**config.mk**
```make
export PLATFORM = sky130hd
export DESIGN_NAME = registro_pipeline
export DESIGN_NICKNAME = d
export VERILOG_FILES = /design/src/rtl/registro_pipeline.sv
export SDC_FILE = /design/constraint.sdc
export NUM_CORES = 1
export LEC_CHECK = 0
export ABC_CLOCK_PERIOD_IN_PS = 1900
export BUFFER_PORTS_ARGS = -buffer_cell sky130_fd_sc_hd__buf_4
export CAP_MARGIN = 20
export CELL_PAD_IN_SITES_DETAIL_PLACEMENT = 0
export CELL_PAD_IN_SITES_GLOBAL_PLACEMENT = 2
export CORE_MARGIN = 10
export CORE_UTILIZATION = 33
export CTS_CLUSTER_DIAMETER = 50
export DETAILED_ROUTE_END_ITERATION = 10
export PLACE_DENSITY_LB_ADDON = 0.05
export SYNTH_ARGS = -nofsm -noshare
export SYNTH_HDL_FRONTEND = slang
export SYNTH_SLANG_ARGS = --single-unit
```
**constraint.sdc**
```tcl
create_clock -name clk -period 1.9 [get_ports clk]
set_input_delay 0.095 -clock clk [delete_from_list [all_inputs] [get_ports clk]]
set_output_delay 0.095 -clock clk [all_outputs]
set_load 0.02 [all_outputs]
```
**src/rtl/registro_pipeline.sv**
```systemverilog
// Elastic pipeline register: STAGES words of WIDTH bits with a valid/ready
// handshake, bubble collapse, a synchronous flush and an occupancy count.
module registro_pipeline #(
    parameter int                 WIDTH       = 8,
    parameter int                 STAGES      = 2,
    parameter logic [WIDTH-1:0]   RESET_VALUE = '0,
    localparam int                OCC_W       = $clog2(STAGES + 1)
) (
    input  logic             clk,
    input  logic             reset,
    input  logic             clear,
    input  logic             in_valid,
    output logic             in_ready,
    input  logic [WIDTH-1:0] in_data,
    output logic             out_valid,
    input  logic             out_ready,
    output logic [WIDTH-1:0] out_data,
    output logic [OCC_W-1:0] occupancy
);

    logic [WIDTH-1:0] d_q [STAGES];
    logic [WIDTH-1:0] d_d [STAGES];
    logic [STAGES-1:0] v_q;
    logic [STAGES-1:0] v_d;

    logic [STAGES:0]   rdy;
    logic [STAGES-1:0] up_valid;
    logic [WIDTH-1:0]  up_data [STAGES];
    logic [OCC_W-1:0]  occ_c;

    // A stage can take a word if it is empty or its own word moves on.
    always_comb begin
        rdy         = '0;
        rdy[STAGES] = out_ready;
        for (int k = STAGES - 1; k >= 0; k--) begin
            rdy[k] = !v_q[k] || rdy[k+1];
        end
    end

    always_comb begin
        up_valid    = '0;
        up_valid[0] = in_valid;
        up_data[0]  = in_data;
        for (int k = 1; k < STAGES; k++) begin
            up_valid[k] = v_q[k-1];
            up_data[k]  = d_q[k-1];
        end
    end

    always_comb begin
        v_d = v_q;
        d_d = d_q;
        if (clear) begin
            v_d = '0;
            for (int k = 0; k < STAGES; k++) begin
                d_d[k] = RESET_VALUE;
            end
        end else begin
            for (int k = 0; k < STAGES; k++) begin
                if (up_valid[k] && rdy[k]) begin
                    d_d[k] = up_data[k];
                    v_d[k] = 1'b1;
                end else if (v_q[k] && rdy[k+1]) begin
                    v_d[k] = 1'b0;
                end
            end
        end
    end

    always_comb begin
        occ_c = '0;
        for (int k = 0; k < STAGES; k++) begin
            occ_c = occ_c + OCC_W'(v_q[k]);
        end
    end

    always_ff @(posedge clk or posedge reset) begin
        if (reset) begin
            v_q <= '0;
            for (int k = 0; k < STAGES; k++) begin
                d_q[k] <= RESET_VALUE;
            end
        end else begin
            v_q <= v_d;
            d_q <= d_d;
        end
    end

    assign in_ready  = rdy[0] && !clear;
    assign out_valid = v_q[STAGES-1];
    assign out_data  = d_q[STAGES-1];
    assign occupancy = occ_c;

endmodule

```
; Word-level counts from Yosys, hierarchy flattened
; Index checks and enable logic that the tools add are counted.
[op_classes]
n_addsub = 1
n_mux = 8
reduce_logical = 13
[ops]
columns = op, count
row1 = 2-to-1 mux 16 bit, 1
row2 = 2-to-1 mux 8 bit, 2
row3 = nonzero test 3 bit, 2
row4 = logical AND 1 bit, 4
row5 = 2-to-1 mux 1 bit, 4
row6 = nonzero test 2 bit, 2
row7 = zero test 1 bit, 3
row8 = adder 1 x 1 -> 2 bit, 1
row9 = logical OR 1 bit, 2
row10 = 2-to-1 mux 2 bit, 1
[totals]
input_bits = 13
wordCells = 26
reg_bits = 18

; Logic depth before layout (Yosys ltp)
[logic_depth]
ltp_word = 6
ltp_mapped = 4

; Least setup slack after synthesis
; No wires, ideal clock.
[synth_timing]
kind = flip-flop to output port
start = reg v_q[1]
end = out in_ready
path_stages_with_launch = 3
path_slack_ns = 0.709
arrival_ns = 1.096
path_buffers = 0
cell_sequence = dfrtp_1 > and2b_4 > a21oi_1
[synth_via]
elab_chain_len = 4
[synth_rtl]
columns = item, line
row1 = start: declaration, 23  ; logic [STAGES-1:0] v_q;
row2 = start signal: assignment, 84  ; v_q <= v_d;
row3 = zero test 1 bit, 36  ; rdy[k] = !v_q[k] || rdy[k+1];
row4 = logical OR 1 bit (2 in series), 36
row5 = logical AND 1 bit, 89  ; assign in_ready = rdy[0] && !clear;
row6 = end: declaration, 13  ; output logic in_ready,
; Every way passes these cells.

; Final worst setup path
[layout_timing]
start = reg v_q[0]
end = out occupancy[0]
[layout_via]
elab_chain_len = 1
[layout_rtl]
columns = item, line
row1 = adder 1 x 1 -> 2 bit, 73  ; occ_c = occ_c + OCC_W'(v_q[k]);
row2 = end: declaration, 18  ; output logic [OCC_W-1:0] occupancy
; Every way passes these cells.

==> flow_summary.json <==
{
  "power_density_nw_per_um2": 697,
  "drive_gt1_frac": 0.330,
  "clock_sinks": 18,
  "ir_drop_mv": 0.454,
  "finalCriticalPeriod_ns": 1.43,
  "fin_skew_ns": 0.00487,
  "finalSetupTns_ns": 0,
  "track_usage": 0.0747,
  "slowest_delay_ns": 0.58,
  "synthMuxAreaShare": 0,
  "period_share": 0.753,
  "hold-worst-slack_ns": 0.0136,
  "ys_types": 15,
  "wl_um": 1770,
  "critical_path_buf_inv_count": 1,
  "cts_tree": "yes",
  "synth_area_sq_um": 827,
  "clkLatencyLatePin_ns": 0.29,
  "synth_most_common_cell": "dfrtp_1",
  "worstPathCellList": "ha_1 -> buf_4",
  "synth_area_leader_cell": "dfrtp_1",
  "grt_pass1_wl_um": 3100,
  "grt-ovfl-total": 0,
  "comb_power_share": 0.143,
  "area_delta_synth_final_pct": 30.0,
  "leakagePower_nw": 0.530,
  "seq_area_frac_synth": 0.545,
  "io_pins": 25,
  "dr_total_vias": 602,
  "ys_ff_latch": 18,
  "root_buffer": "clkbuf_4",
  "wl_per_cell_um": 14.0,
  "dieHeight_um": 70.1,
  "relSlewSlack": 0.559,
  "avgViaCountPerCell": 4.74,
  "antenna_cells": 0,
  "status": "finished, final reports clean",
  "crit_fanout": 12,
  "fmax_mhz": 699,
  "endpoint_kind": "output port",
  "critPathArrivalTime_ns": 1.34,
  "drt_iter0_drc": 19,
  "power_switching_share": 0.239,
  "dr.pass1.iters": 4,
  "cp-start-kind": "flop",
  "yosys-top-cells-area": "dfrtp_1 (54%), a22o_1 (8.5%), buf_4 (8.2%), a21oi_1 (6.7%), nand3_1 (4.8%)",
  "max_cap_viol_count": 0,
  "synthXorXnorAreaFrac": 0,
  "grt_pass1_vias": 609,
  "fin_nets": 112,
  "die_x_um": 70.1,
  "synth_top_area_share": 0.545,
  "slowest_stage": "dfrtp_1",
  "drtAntennaViolNets": 0,
  "initial_core_util": 0.340,
  "critical_path_required_ns": 1.80,
  "synth_area_per_cell_sq_um": 11.3,
  "hpwl_um": 1360,
  "clockPowerShare": 0.306,
  "clk_pin_slew_ns": 0.10,
  "async_flop_share": 1.00,
  "syn_inst": 73,
  "syn_nets": 87,
  "place_congestion": 0.662,
  "seqPwrFrac": 0.551,
  "clock_path_buffers": 2,
  "h-tree-depth": 1,
  "rows": 18,
  "cts_buffers": 3,
  "die_area_sq_um": 4910,
  "portBuffers": 24,
  "min_path_type": "input port to flop",
  "cp_top_family": "flip-flops",
  "tightest_slew_ns": 0.661,
  "rsz0062_at_grt": "no",
  "synth_top_family_by_area": "compound AO/OA/AOI/OAI gates",
  "antenna_found_initial": 0,
  "synth-edff-count": 0,
  "core_sq_um": 2430,
  "ys.flop_type": "dfrtp_1",
  "yosys_warnings": 0,
  "path_class": "flop to output port",
  "post_cts.repair.setup_buffers": 0,
  "p_switching_mw": 0.179,
  "synthAdderAreaFrac": 0.0151,
  "finalMaxSlewViolations": 0,
  "finalHoldViolations": 0,
  "synth_commonest_cells": "dfrtp_1 (18), a21oi_1 (11), buf_4 (9)",
  "drc": 0,
  "grt_max_degree": 19,
  "p_int_mw": 0.570,
  "finalSetupViolCount": 0,
  "yosys.area_share.simple": 0.115,
  "synth-compound-area-share": 0.219
}
kinds of logic after synthesis:
family          Yosys count
flops                    18
compound gates           28
buf+inv                  14
simple gates             12
fa+ha+maj                 1
metal layers:
metal | track usage | vias to the layer above | share of wire
met1 | 0.0982 | 277 | 0.48
met5 | 0 | - | 0
met3 | 0.0452 | 2 | 0.090
met4 | 0.0197 | 0 | 0.0073
li1 | - | 304 | -
met2 | 0.0987 | 19 | 0.43
area by class of cell:
type	instances	area, sq um
fill	234	1360
clock buffer	4	36.3
sequential	18	450
timing repair buffer	31	250
multi-input combinational	41	289
tap	30	37.5
inverter	3	11.3
power groups by stage:
| stage | Sequential, mW | Combinational, mW | Clock (mW) |
|---|---|---|---|
| after detailed placement | 0.421 | 0.0986 | 0 |
| after global routing | 0.416 | 0.119 | 0.266 |
| after global placement | 0.421 | 0.0987 | 0 |
| after floorplan | 0.416 | 0.0623 | 0 |
| after CTS | 0.413 | 0.101 | 0.241 |
| final | 0.413 | 0.108 | 0.229 |
flip-flops by register name (all words and copies together), names as in the netlist:
| register | cells |
|---|---|
| d_q | 8 |
| v_q | 2 |
| out_data | 8 |
per-stage QoR:
stage	cells	total power [mW]	util	worst slack [ns]	instance area, sq um
floorplan	73	0.479	-	0.709	827
global placement	116	0.520	0.398	0.625	968
detailed placement	116	0.520	0.398	0.617	968
CTS	121	0.755	0.417	0.448	1010
global route	127	0.800	0.442	0.361	1070
finish	127	0.749	0.442	0.469	1070
placed cells by master, fill, tap and decap left out:
master / synthesis / routed
o21ai_0: 8 / 8
inv_1: 3 / 3
nor3b_4: 1 / 1
nand3_1: 8 / 8
dfrtp_1: 18 / 18
buf_4: 9 / 24
clkbuf_4: 0 / 3
a22o_1: 8 / 8
ha_1: 1 / 1
nand2b_1: 1 / 1
a21oi_4: 1 / 1
and2b_4: 1 / 1
nand3b_4: 1 / 1
a21oi_1: 11 / 11
clkbuf_8: 0 / 1
dlygate4sd3_1: 0 / 7
what timing repair did:
item | CTS | global route
gates resized for setup | 0 | 0
hold buffers | 1 | 6
hold endpoints to repair | 18 | 6
path summary, 6_finish.rpt:
path	to	startpoint	cells after the start	slack, ns
setup reg to reg	d_q[11]	v_q[0]	3	0.62
min in group asynchronous	v_q[0]	reset	3	0.45
max in group asynchronous	out_data[4]	reset	3	1.03
hold reg to reg	d_q[10]	d_q[10]	1	0.52
hold / removal	d_q[15]	in_data[7]	2	0.01
setup / recovery	occupancy[0]	v_q[0]	2	0.47
Power figures use the tool's default switching activity.
